## src/rtl/sound_sequencer.sv

```systemverilog
// ============================================================================
//  sound_sequencer : fixed-priority sound-effect scheduler for the piezo tone
//                    generator; plays one ROM effect at a time.
//  Revision 1.0
// ============================================================================
`default_nettype none

module sound_sequencer #(
  parameter int unsigned TICK_DIV = 2097152,
  parameter int unsigned STEP_W   = 9
) (
  input  logic              clk,
  input  logic              rst,
  input  logic [2:0]        req,
  output logic [STEP_W-1:0] tone_step,
  output logic              tone_en,
  output logic              busy,
  output logic [1:0]        active_id,
  output logic              done
);

  localparam int unsigned CNT_W = $clog2(TICK_DIV);
  localparam logic [CNT_W-1:0] c_slot_last = CNT_W'(TICK_DIV - 1);

  typedef enum logic [1:0] {
    S_IDLE = 2'd0,
    S_LOAD = 2'd1,
    S_PLAY = 2'd2,
    S_DONE = 2'd3
  } state_t;

  state_t              r_state, w_state_nxt;
  logic [2:0]          r_pending, w_pending_nxt, w_clr;
  logic [3:0]          r_ptr, w_ptr_nxt;
  logic [2:0]          r_slots_left, w_slots_nxt;
  logic [CNT_W-1:0]    r_slot_cnt, w_cnt_nxt;
  logic [STEP_W-1:0]   w_step_nxt;
  logic                w_en_nxt, w_busy_nxt, w_done_nxt;
  logic [1:0]          w_id_nxt;

  logic [8:0]          w_rom;
  logic [STEP_W-1:0]   w_rom_step;
  logic [2:0]          w_rom_slots;
  logic [2:0]          w_higher;

  // ROM word = {step[5:0], slots[2:0]}; slots == 0 marks the end of an effect.
  function automatic logic [8:0] rom_word(input logic [3:0] addr);
    case (addr)
      4'd0:    rom_word = {6'd25, 3'd1};
      4'd1:    rom_word = {6'd0,  3'd0};
      4'd2:    rom_word = {6'd25, 3'd1};
      4'd3:    rom_word = {6'd31, 3'd1};
      4'd4:    rom_word = {6'd33, 3'd2};
      4'd5:    rom_word = {6'd0,  3'd0};
      4'd6:    rom_word = {6'd21, 3'd2};
      4'd7:    rom_word = {6'd0,  3'd1};
      4'd8:    rom_word = {6'd20, 3'd2};
      4'd9:    rom_word = {6'd0,  3'd1};
      4'd10:   rom_word = {6'd17, 3'd4};
      default: rom_word = {6'd0,  3'd0};
    endcase
  endfunction

  function automatic logic [3:0] rom_base(input logic [1:0] id);
    case (id)
      2'd1:    rom_base = 4'd2;
      2'd2:    rom_base = 4'd6;
      default: rom_base = 4'd0;
    endcase
  endfunction

  function automatic logic [1:0] top_id(input logic [2:0] p);
    if (p[2])      top_id = 2'd2;
    else if (p[1]) top_id = 2'd1;
    else           top_id = 2'd0;
  endfunction

  function automatic logic [2:0] above_mask(input logic [1:0] id);
    case (id)
      2'd0:    above_mask = 3'b110;
      2'd1:    above_mask = 3'b100;
      default: above_mask = 3'b000;
    endcase
  endfunction

  assign w_rom       = rom_word(r_ptr);
  assign w_rom_step  = STEP_W'(w_rom[8:3]);
  assign w_rom_slots = w_rom[2:0];
  assign w_higher    = r_pending & above_mask(active_id);

  always_ff @(posedge clk) begin
    if (rst) begin
      r_state      <= S_IDLE;
      r_pending    <= 3'b000;
      r_ptr        <= 4'd0;
      r_slots_left <= 3'd0;
      r_slot_cnt   <= '0;
      tone_step    <= '0;
      tone_en      <= 1'b0;
      busy         <= 1'b0;
      active_id    <= 2'd0;
      done         <= 1'b0;
    end else begin
      r_state      <= w_state_nxt;
      r_pending    <= w_pending_nxt;
      r_ptr        <= w_ptr_nxt;
      r_slots_left <= w_slots_nxt;
      r_slot_cnt   <= w_cnt_nxt;
      tone_step    <= w_step_nxt;
      tone_en      <= w_en_nxt;
      busy         <= w_busy_nxt;
      active_id    <= w_id_nxt;
      done         <= w_done_nxt;
    end
  end

  always_comb begin
    w_state_nxt = r_state;
    w_ptr_nxt   = r_ptr;
    w_slots_nxt = r_slots_left;
    w_cnt_nxt   = r_slot_cnt;
    w_step_nxt  = tone_step;
    w_en_nxt    = tone_en;
    w_id_nxt    = active_id;
    w_done_nxt  = 1'b0;
    w_clr       = 3'b000;

    unique case (r_state)
      S_IDLE: begin
        w_step_nxt = '0;
        w_en_nxt   = 1'b0;
        w_id_nxt   = 2'd0;
        if (|r_pending) begin
          w_id_nxt    = top_id(r_pending);
          w_ptr_nxt   = rom_base(top_id(r_pending));
          w_clr       = 3'b001 << top_id(r_pending);
          w_state_nxt = S_LOAD;
        end
      end

      S_LOAD: begin
        if (w_rom_slots == 3'd0) begin
          w_step_nxt  = '0;
          w_en_nxt    = 1'b0;
          w_done_nxt  = 1'b1;
          w_state_nxt = S_DONE;
        end else begin
          w_step_nxt  = w_rom_step;
          w_en_nxt    = (w_rom_step != '0);
          w_slots_nxt = w_rom_slots;
          w_cnt_nxt   = '0;
          w_state_nxt = S_PLAY;
        end
      end

      S_PLAY: begin
        if (r_slot_cnt == c_slot_last) begin
          w_cnt_nxt = '0;
          // A higher-priority request abandons the current effect outright.
          if (|w_higher) begin
            w_id_nxt    = top_id(w_higher);
            w_ptr_nxt   = rom_base(top_id(w_higher));
            w_clr       = 3'b001 << top_id(w_higher);
            w_state_nxt = S_LOAD;
          end else if (r_slots_left == 3'd1) begin
            w_ptr_nxt   = r_ptr + 4'd1;
            w_state_nxt = S_LOAD;
          end else begin
            w_slots_nxt = r_slots_left - 3'd1;
          end
        end else begin
          w_cnt_nxt = r_slot_cnt + 1'b1;
        end
      end

      S_DONE: begin
        w_id_nxt    = 2'd0;
        w_state_nxt = S_IDLE;
      end

      default: w_state_nxt = S_IDLE;
    endcase

    // A request arriving in the same cycle as its selection stays pending.
    w_pending_nxt = (r_pending & ~w_clr) | req;
    w_busy_nxt    = (w_state_nxt == S_LOAD) || (w_state_nxt == S_PLAY);
  end

endmodule

`default_nettype wire
```

## config.mk

```make
export PLATFORM = sky130hd
export DESIGN_NAME = sound_sequencer
export DESIGN_NICKNAME = d
export VERILOG_FILES = /design/src/rtl/sound_sequencer.sv
export SDC_FILE = /design/constraint.sdc
export NUM_CORES = 1
export LEC_CHECK = 0
export BUFFER_PORTS_ARGS = -buffer_cell sky130_fd_sc_hd__clkbuf_2
export CORE_ASPECT_RATIO = 1.2
export CORE_MARGIN = 1
export CORE_UTILIZATION = 40
export CTS_CLUSTER_DIAMETER = 100
export CTS_CLUSTER_SIZE = 40
export DETAILED_ROUTE_END_ITERATION = 8
export SLEW_MARGIN = 20
export SYNTH_ARGS = -nofsm -noshare
export SYNTH_HDL_FRONTEND = slang
export SYNTH_SLANG_ARGS = --single-unit
```

## constraint.sdc

```tcl
create_clock -name clk -period 3.4 [get_ports clk]
set_clock_uncertainty 0.1 [all_clocks]
set_input_delay 0.34 -clock clk [delete_from_list [all_inputs] [get_ports clk]]
set_output_delay 0.34 -clock clk [all_outputs]
set_load 0.01 [all_outputs]
```

Yosys cells after proc, flatten, opt, wreduce, memory -nomap -nowiden
Memories as Yosys holds them, arrays and structs flattened. A register that Yosys moved wholly into a read port is not among the register bits.
Cells that the tools add are included.

storage, ports and cells
  register bits after elaboration = 47
  bits in read-only memories = 144
  bits of input ports = 5
  word-level logic and storage cells = 100
  memories = 1

operators by class
  $add $sub $neg = 3
  equal/unequal tests = 19
  shifts and indexed selects = 2
  mux-type cells = 44
  bitwise gates (word level) = 5
  reduce and logical (&&, ||, !) cells = 16

memory list
  name              depth  bits a word  rd ports  clocked after memory_dff  write ports  RTL line  source
  (name not given)  16     9            1         1                         0            48        case (addr)

operators by type and width
  operator                                                            number
  21-bit 2-to-1 mux                                                   2
  21-bit one-hot mux with 2 select lines                              1
  3-bit one-hot mux with 2 select lines                               5
  2-bit 2-to-1 mux                                                    12
  4-bit 2-to-1 mux                                                    6
  21-bit by 1-bit adder with 21-bit output (second input constant)    1
  21-bit == test (second input constant)                              1
  3-bit 2-to-1 mux                                                    7
  9-bit one-hot mux with 2 select lines                               1
  2-bit != test (second input constant)                               6
  2-bit by 1-bit == test with 1-bit output (second input constant)    5
  2-bit == test (second input constant)                               5
  9-bit nonzero test                                                  1
  2-bit one-hot mux with 4 select lines                               1
  4-bit one-hot mux with 2 select lines                               1
  3-bit AND                                                           2
  6-bit 2-to-1 mux                                                    1
  2-bit one-hot mux with 3 select lines                               1
  2-bit nonzero test                                                  3
  3-bit OR reduction                                                  2
  1-bit by 2-bit << shifter with 3-bit output (first input constant)  2
  1-bit 2-to-1 mux                                                    5
  5-bit AND reduction                                                 1
  4-bit by 1-bit adder with 4-bit output (second input constant)      1
  other kinds (15)                                                    16

Logic depth before layout (Yosys ltp)
Gate-level depths: netlist (run 1).

  word-level depth = 15
  mapped depth = 11
  gate-level depth less buffers = 8

Worst setup path after synthesis (run 1)
OpenSTA, ideal clock, no wires.

  kind = reg-to-reg
  from = register r_slot_cnt[0]
  to = register w_rom[5] (netlist name)
  arrival time = 2.020 ns
  required time = 3.221 ns
  setup slack = 1.201 ns
  stages on the path, launching flop included = 10
  cells stage by stage = dfxtp_1 > ha_1 > and3_1 > buf_2 > nand4_1 > o21ai_4 > a21boi_0 > or3_4 > nand4bb_1 > o211ai_1

between the ends
  word-level cells in the longest chain between the ends = 5

ends and longest elaborated chain
  what                                             RTL line  source
  start: declaration                               36        logic [CNT_W-1:0] r_slot_cnt, w_cnt_nxt;
  start signal: assignment                         108       r_slot_cnt <= w_cnt_nxt;
  21-bit == test                                   157       if (r_slot_cnt == c_slot_last) begin
  2-bit != test (no source line)                   -
  4-bit AND reduction (no source line)             -
  4-bit 2-to-1 mux (no source line) (2 in series)  -

No other way between the ends.
A chain may end at the register's enable or synchronous reset.

Worst setup path in the final report (run 1)
  from = register r_slot_cnt[0]
  to = register w_rom[0] (netlist name)

between the ends
  word-level cells in the longest chain between the ends = 5

ends and longest elaborated chain
  what                                             RTL line
  21-bit == test                                   157
  2-bit != test (no source line)                   -
  4-bit AND reduction (no source line)             -
  4-bit 2-to-1 mux (no source line) (2 in series)  -

No other way between the ends.

==> metrics.txt, run 1 <==
# TYPE chip_impl_metric gauge
chip_impl_metric{name="synth.area.mux_share",unit="%"} 0.772
chip_impl_metric{name="clkSinkCount",unit=""} 53
chip_impl_metric{name="layout-drive-gt1-share",unit="%"} 10.5
chip_impl_metric{name="overall_global_routing_usage",unit="%"} 18.4
chip_impl_metric{name="die_outline_area",unit="um2"} 6810
chip_impl_metric{name="ys_seq_area_share",unit="%"} 40.9
chip_impl_metric{name="synthesis.instances",unit=""} 324
chip_impl_metric{name="drtAntennaViolNets",unit=""} 0
chip_impl_metric{name="diodes",unit=""} 0
chip_impl_metric{name="crit_path_arrival_time",unit="ns"} 2.85
chip_impl_metric{name="core_area",unit="um2"} 6130
chip_impl_metric{name="number_of_enable_type_register_cells_in_the_synthesized_netlist",unit=""} 0
chip_impl_metric{name="share_of_flip_flops_with_an_asynchronous_set_or_reset",unit="%"} 0
chip_impl_metric{name="drv_cap",unit=""} 0
chip_impl_metric{name="timing.fmax",unit="GHz"} 0.370
chip_impl_metric{name="yosys.area_share.simple",unit="%"} 27.3
chip_impl_metric{name="worstPathMaxFanout",unit=""} 12
chip_impl_metric{name="nNetsFinal",unit=""} 340
chip_impl_metric{name="postRouteWirelength",unit="mm"} 5.71
chip_impl_info{name="grt_setup_unrepaired",value="false"} 1
chip_impl_metric{name="netlist_area",unit="um2"} 2590
chip_impl_metric{name="antenna_found_initial",unit=""} 0
chip_impl_metric{name="synthToLayoutAreaGrowth",unit="%"} 8.88
chip_impl_metric{name="io_buffers",unit=""} 15
chip_impl_info{name="hold_path_class",value="primary input to register"} 1
chip_impl_metric{name="floorplan.rows",unit=""} 31
chip_impl_metric{name="synth.ff_latch_count",unit=""} 53
chip_impl_metric{name="gp_congestion",unit=""} 0.848
chip_impl_metric{name="area.sequential",unit="um2"} 1060
chip_impl_metric{name="synth_compound_area_share",unit="%"} 23.5
chip_impl_metric{name="fill_cells",unit=""} 643
chip_impl_metric{name="drt-initial-drc-count",unit=""} 103
chip_impl_metric{name="cts_made_buffers",unit=""} 5
chip_impl_metric{name="worst_pin_slew",unit="ns"} 0.654
chip_impl_metric{name="syn-mean-instance-area",unit="um2"} 8.01
chip_impl_metric{name="final_critical_delay_including_setup_and_external_delays",unit="ns"} 2.70
chip_impl_metric{name="slew_headroom",unit="%"} 56.3
chip_impl_metric{name="start_util",unit="%"} 42.3
chip_impl_metric{name="cts-hold-fix-buffers",unit=""} 0
chip_impl_metric{name="drc_errors",unit=""} 0
chip_impl_metric{name="layout.core_utilization",unit="%"} 46.1
chip_impl_metric{name="first_pass_grt_wire_length",unit="mm"} 9.78
chip_impl_metric{name="detailroute.via_count",unit=""} 2305
chip_impl_info{name="tritoncts",value="done"} 1
chip_impl_metric{name="finalSetupViolCount",unit=""} 0
chip_impl_metric{name="grt_max_degree",unit=""} 38
chip_impl_metric{name="globalRouteOverflowTotal",unit=""} 0
chip_impl_metric{name="synth_adder_area_share",unit="%"} 1.93
chip_impl_metric{name="fp.dieH",unit="um"} 90.2
chip_impl_metric{name="ys.warnings.count",unit=""} 0
chip_impl_metric{name="first_global_vias",unit=""} 2110
chip_impl_info{name="critical_path.endpoint_type",value="register"} 1
chip_impl_metric{name="synthXorXnorAreaFrac",unit="%"} 0.675
chip_impl_metric{name="drt-vias-per-instance",unit=""} 5.57
chip_impl_metric{name="leakage",unit="nW"} 1.04
chip_impl_metric{name="synth_cell_type_count",unit=""} 51
chip_impl_metric{name="max-vdd-ir-drop",unit="uV"} 216
chip_impl_metric{name="fin_worst_hold_slack",unit="ns"} 0.125
chip_impl_info{name="main_synth_ff_type",value="sky130_fd_sc_hd__dfxtp_1"} 1
chip_impl_metric{name="clk_latency",unit="ns"} 0.31
chip_impl_metric{name="cts_post_setup_buffers_inserted",unit=""} 0
chip_impl_metric{name="detailed_place_hpwl",unit="mm"} 4.05
chip_impl_metric{name="finalHoldViolations",unit=""} 0
chip_impl_metric{name="multi_input_comb_area",unit="um2"} 1420
chip_impl_info{name="outcome",value="finished, final reports clean"} 1
chip_impl_metric{name="layout_worst_path_cycle_share",unit="%"} 79.5
chip_impl_metric{name="routedWlPerCell",unit="um"} 13.8
chip_impl_metric{name="cts-root-to-sink-buffers",unit=""} 2
chip_impl_metric{name="finish.cell_count_without_fillers",unit=""} 414
chip_impl_info{name="path_class",value="register to register"} 1
chip_impl_info{name="cp-start-kind",value="register"} 1
chip_impl_metric{name="placed_cells",unit=""} 406
chip_impl_metric{name="power_density",unit="nW/um2"} 586
chip_impl_metric{name="h-tree-depth",unit=""} 2
chip_impl_metric{name="die_w",unit="um"} 75.5
chip_impl_metric{name="num_ports",unit=""} 19
chip_impl_metric{name="setup-tns-final",unit="ns"} 0
chip_impl_metric{name="timing_max_transition_violations_final",unit=""} 0
chip_impl_info{name="main_combinational_cell_family_by_area_after_synthesis",value="simple AND/OR/NAND/NOR gates"} 1
chip_impl_metric{name="worst_setup_hold_path_clk_slew",unit="ns"} 0.10
chip_impl_metric{name="critPathRequiredTime",unit="ns"} 3.55
chip_impl_metric{name="cts_resized",unit=""} 0
chip_impl_metric{name="drt-pass1-iter-count",unit=""} 4
chip_impl_info{name="root_buffer",value="sky130_fd_sc_hd__clkbuf_8"} 1
==> layout by cell type (no fill, tap or decap), types with 9 or more instances in the layout <==
cell and instances:
sky130_fd_sc_hd__nor3_1 9, sky130_fd_sc_hd__nand3_1 13, sky130_fd_sc_hd__a21oi_1 30, sky130_fd_sc_hd__nand2_1 32
sky130_fd_sc_hd__a22oi_1 9, sky130_fd_sc_hd__clkbuf_2 15, sky130_fd_sc_hd__nor2_1 45, sky130_fd_sc_hd__o21ai_0 13
sky130_fd_sc_hd__dfxtp_1 53, sky130_fd_sc_hd__a31oi_1 10
==> layout make-up <==
type	count	share of cell area, %
Clock buffer	5	2.44
Clock inverter	3	1.77
Multi-Input combinational cell	247	50.2
Inverter	5	0.665
Tap cell	82	3.63
Sequential cell	53	37.6
Timing Repair Buffer	19	3.72
==> registers in the layout, summed over array words and instances, names as in the netlist <==
signal and count:
r_slot_cnt 21, w_rom 9, r_slots_left 3, active_id 2, tone_step 6, r_pending 3
r_state 2, busy 1, tone_en 1, r_ptr 4, done 1
==> final timing paths <==
kind | startpoint | end | slack (ns) | cells after the start
worst max-delay path | r_slot_cnt[0] | w_rom[0] | 0.70 | 9
worst min-delay path | req[1] | r_pending[1] | 0.13 | 3
worst max register to register | r_slot_cnt[0] | w_rom[0] | 0.70 | 9
worst min register to register | tone_en | tone_en | 0.37 | 2
==> per-stage QoR <==
step | worst slack, ns | power (mW) | cell area (um2)
final | 0.695 | 1.65 | 2820
after global routing | 0.489 | 1.77 | 2820
after CTS | 0.674 | 1.67 | 2820
after detailed placement | 0.712 | 1.22 | 2710
after global placement | 0.772 | 1.21 | 2710
after floorplan | 1.20 | 1.10 | 2600
==> layer usage <==
metal | global-route usage [%] | up-vias | wire (um)
met5 | 0 | - | 0
met4 | 6.94 | 0 | 74
met3 | 4.04 | 5 | 153
met2 | 30.6 | 32 | 2850
met1 | 22.4 | 1088 | 2630
li1 | - | 1180 | -
==> cell usage after synthesis (2+ instances only) <==
master                      n  area share (%)
sky130_fd_sc_hd__nand4_1    3            0.72
sky130_fd_sc_hd__o21ai_0   13             2.5
sky130_fd_sc_hd__a211oi_1   4             1.2
sky130_fd_sc_hd__nand2_2    2            0.48
sky130_fd_sc_hd__nand3_1   13             2.5
sky130_fd_sc_hd__and4_1     4             1.4
sky130_fd_sc_hd__clkbuf_1  11             1.6
sky130_fd_sc_hd__a21oi_1   30             5.8
sky130_fd_sc_hd__ha_1       4             1.9
sky130_fd_sc_hd__a22oi_1    9             2.6
sky130_fd_sc_hd__buf_4      5             1.4
sky130_fd_sc_hd__o211ai_1   2            0.58
sky130_fd_sc_hd__o21bai_1   2            0.58
sky130_fd_sc_hd__inv_1      5            0.72
sky130_fd_sc_hd__and2_1     3            0.72
sky130_fd_sc_hd__and3_1     6             1.4
sky130_fd_sc_hd__a311oi_1   4             1.4
sky130_fd_sc_hd__nor2_1    45             6.5
sky130_fd_sc_hd__a31oi_1   10             2.4
sky130_fd_sc_hd__buf_2      5            0.96
sky130_fd_sc_hd__nor4_1     4            0.96
sky130_fd_sc_hd__a21o_1     3            0.87
sky130_fd_sc_hd__nand2b_1   5             1.2
sky130_fd_sc_hd__mux2i_1    2            0.77
sky130_fd_sc_hd__or4_1      2            0.58
sky130_fd_sc_hd__nand2_1   32             4.6
sky130_fd_sc_hd__nand3b_1   5             1.4
sky130_fd_sc_hd__or3_1      3            0.72
sky130_fd_sc_hd__o31ai_1    3            0.87
sky130_fd_sc_hd__nor3_1     9             1.7
sky130_fd_sc_hd__nor2b_1    2            0.48
sky130_fd_sc_hd__dfxtp_1   53              41
sky130_fd_sc_hd__o21a_1     2            0.58
sky130_fd_sc_hd__xor2_1     2            0.68
==> worst max-delay path: stages, from the launching register on <==
cell,delay (ns)
sky130_fd_sc_hd__dfxtp_1,0.40
sky130_fd_sc_hd__ha_1,0.18
sky130_fd_sc_hd__and3_1,0.28
sky130_fd_sc_hd__and4_1,0.42
sky130_fd_sc_hd__a21oi_1,0.11
sky130_fd_sc_hd__buf_4,0.21
sky130_fd_sc_hd__o21ai_1,0.18
sky130_fd_sc_hd__nand2_2,0.15
sky130_fd_sc_hd__or3b_1,0.42
sky130_fd_sc_hd__a31oi_1,0.18
==> power by group <==
| group | switching (mW) | total [mW] | internal (mW) |
|---|---|---|---|
| Clock | 0.225 | 0.450 | 0.226 |
| Combinational | 0.293 | 0.454 | 0.161 |
| Sequential | 0.0663 | 0.750 | 0.684 |
==> kinds of logic after synthesis <==
family / after synthesis
AOI/OAI and AO/OA: 93
xor gates and xnor gates: 2
adders and majority gates: 4
buffers and inverters: 26
DFF: 53
muxes: 2
other: 1
and+or+nand+nor: 143
Power figures use the tool's default switching activity.
==> run 2, diff against run 1 <==
Clock period 3.4 ns to 2.7 ns, I/O delays scaled along.
==> run 2 against run 1 <==
Total power increased by 23%. Combinational power increased by 38%. Cell count increased by 1.7%. Critical path type unchanged. Count of clock-buffer cells in the layout unchanged. Worst setup slack got worse by 0.46 ns.
==> metrics.txt, run 2 (synthesized netlist as in run 1, its figures left out) <==
# TYPE chip_impl_metric gauge
chip_impl_metric{name="diodes",unit=""} 0
chip_impl_metric{name="clk_latency",unit="ns"} 0.32
chip_impl_metric{name="num_ports",unit=""} 19
chip_impl_metric{name="layout.core_utilization",unit="%"} 46.7
chip_impl_metric{name="setup-tns-final",unit="ns"} 0
chip_impl_info{name="min-delay-start",value="req[1]"} 1
chip_impl_info{name="critical_path.endpoint_type",value="register"} 1
chip_impl_metric{name="globalRouteOverflowTotal",unit=""} 0
chip_impl_metric{name="postRouteWirelength",unit="mm"} 5.94
chip_impl_info{name="critical-path-slowest-cell",value="sky130_fd_sc_hd__or3b_1"} 1
chip_impl_metric{name="gp_congestion",unit=""} 0.861
chip_impl_metric{name="grt_max_degree",unit=""} 30
chip_impl_metric{name="largest_register_ffs",unit=""} 21
chip_impl_metric{name="drt-vias-per-instance",unit=""} 5.57
chip_impl_metric{name="leakage",unit="nW"} 1.06
chip_impl_metric{name="finalHoldViolations",unit=""} 0
chip_impl_metric{name="h-tree-depth",unit=""} 2
chip_impl_metric{name="design_area",unit="um2"} 2860
chip_impl_metric{name="cts_resized",unit=""} 0
chip_impl_metric{name="io_buffers",unit=""} 15
chip_impl_metric{name="ff2ff_path_depth",unit=""} 8
chip_impl_metric{name="drt-initial-drc-count",unit=""} 115
chip_impl_metric{name="finish.cell_count_without_fillers",unit=""} 421
chip_impl_metric{name="clkSinkCount",unit=""} 53
chip_impl_metric{name="synthToLayoutAreaGrowth",unit="%"} 10.2
chip_impl_info{name="cp-start-kind",value="register"} 1
chip_impl_info{name="path_class",value="register to register"} 1
chip_impl_info{name="outcome",value="finished, final reports clean"} 1
chip_impl_metric{name="detailed_place.area",unit="um2"} 2760
chip_impl_info{name="grt_setup_unrepaired",value="false"} 1
chip_impl_metric{name="start_util",unit="%"} 42.3
chip_impl_info{name="worstReg2RegStart",value="r_slot_cnt[0]"} 1
chip_impl_metric{name="worst_setup_hold_path_clk_slew",unit="ns"} 0.10
chip_impl_metric{name="timing.fmax",unit="GHz"} 0.406
chip_impl_metric{name="overall_global_routing_usage",unit="%"} 18.9
chip_impl_info{name="final_common_cell",value="sky130_fd_sc_hd__dfxtp_1"} 1
chip_impl_info{name="root_buffer",value="sky130_fd_sc_hd__clkbuf_8"} 1
chip_impl_metric{name="crit_path_arrival_time",unit="ns"} 2.62
chip_impl_metric{name="crit_path_max_incr_delay",unit="ns"} 0.42
chip_impl_metric{name="power_density",unit="nW/um2"} 709
chip_impl_metric{name="timing.hold.worst_path_depth",unit=""} 3
chip_impl_info{name="tritoncts",value="done"} 1
chip_impl_metric{name="core_area",unit="um2"} 6130
chip_impl_metric{name="finalSetupViolCount",unit=""} 0
chip_impl_metric{name="critPathRequiredTime",unit="ns"} 2.85
chip_impl_metric{name="layout-drive-gt1-share",unit="%"} 13.0
chip_impl_metric{name="fp.dieH",unit="um"} 90.2
chip_impl_info{name="hold_path_class",value="primary input to register"} 1
chip_impl_metric{name="first_pass_grt_wire_length",unit="mm"} 10.2
chip_impl_metric{name="worst_pin_slew",unit="ns"} 0.626
chip_impl_metric{name="antenna_found_initial",unit=""} 0
chip_impl_info{name="regMostFlops",value="r_slot_cnt"} 1
chip_impl_metric{name="drc_errors",unit=""} 0
chip_impl_info{name="rr_endpoint",value="w_rom[0]"} 1
chip_impl_metric{name="first_global_vias",unit=""} 2203
chip_impl_metric{name="cts_post_setup_buffers_inserted",unit=""} 0
chip_impl_metric{name="drv_cap",unit=""} 0
chip_impl_metric{name="drt-pass1-iter-count",unit=""} 4
chip_impl_info{name="most-common-layout-cells",value="53 x sky130_fd_sc_hd__dfxtp_1, 45 x sky130_fd_sc_hd__nor2_1, 32 x sky130_fd_sc_hd__nand2_1, 30 x sky130_fd_sc_hd__a21oi_1, 15 x sky130_fd_sc_hd__clkbuf_2"} 1
chip_impl_metric{name="floorplan.rows",unit=""} 31
chip_impl_metric{name="worstPathMaxFanout",unit=""} 10
chip_impl_metric{name="nNetsFinal",unit=""} 347
chip_impl_metric{name="max-vdd-ir-drop",unit="uV"} 251
chip_impl_metric{name="slew_headroom",unit="%"} 58.3
chip_impl_metric{name="routedWlPerCell",unit="um"} 14.1
chip_impl_info{name="whs_endpoint",value="r_pending[1]"} 1
chip_impl_metric{name="die_outline_area",unit="um2"} 6810
chip_impl_metric{name="fin_worst_hold_slack",unit="ns"} 0.0582
chip_impl_metric{name="cts_made_buffers",unit=""} 5
chip_impl_metric{name="placed_cells",unit=""} 413
chip_impl_metric{name="final_critical_delay_including_setup_and_external_delays",unit="ns"} 2.46
chip_impl_metric{name="die_w",unit="um"} 75.5
chip_impl_metric{name="cts-root-to-sink-buffers",unit=""} 2
chip_impl_metric{name="drtAntennaViolNets",unit=""} 0
chip_impl_metric{name="cts-hold-fix-buffers",unit=""} 0
chip_impl_metric{name="layout_worst_path_cycle_share",unit="%"} 91.3
chip_impl_metric{name="timing_max_transition_violations_final",unit=""} 0
chip_impl_metric{name="detailed_place_hpwl",unit="mm"} 4.15
chip_impl_metric{name="detailroute.via_count",unit=""} 2344
chip_impl_metric{name="timing.reg2reg.setup_slack",unit="ns"} 0.24
chip_impl_info{name="cp_cell_sequence",value="ha_1 > and3_1 > and4_1 > a21oi_1 > o21ai_1 > nand2_2 > or3b_1 > a31oi_1"} 1
## run 2: per-stage QoR
stage / total power, mW / setup slack, ns
after global placement: 1.56 / 0.281
after floorplan: 1.39 / 0.501
after CTS: 2.04 / 0.239
after global routing: 2.16 / 0.00848
final: 2.03 / 0.236
after detailed placement: 1.56 / 0.269
## run 2: cell type report
class                   instances  area, um2
fillers                       661       3270
multi-input cells             247       1430
flip-flops and latches         53       1060
repair buffers                 26        158
well taps                      82        103
clock buffers                   5       68.8
clock inverters                 3       25.0
inverters                       5       18.8
## run 2: where the power goes
part / internal, mW / switching [mW]
sequential: 0.861 / 0.0649
combinational: 0.225 / 0.401
clock: 0.190 / 0.286
total: 1.28 / 0.752
## run 2: critical path, delay by kind of cell, from the launching register on
family,cells,cell delay [ns]
adders and majority gates,1,0.18
and+or+nand+nor,4,1.21
DFF,1,0.40
AOI/OAI and AO/OA,3,0.51
## run 2: worst max-delay path by stage
stage                             start       end  slack [ns]  depth (start not counted)
after floorplan           r_slot_cnt[0]  w_rom[5]        0.50                          9
after global placement     active_id[0]  w_rom[8]        0.28                          7
after detailed placement  r_slot_cnt[0]  w_rom[3]        0.27                          8
after CTS                 r_slot_cnt[0]  w_rom[0]        0.24                          8
after global routing      r_slot_cnt[0]  w_rom[0]       0.008                          8
final                     r_slot_cnt[0]  w_rom[0]        0.24                          8
## run 2: per-layer routing
layer / track usage [%] / part of all wire (%)
met1: 24.0 / 47
met2: 31.4 / 49
met3: 3.59 / 2.8
met4: 6.33 / 1.4
met5: 0 / 0
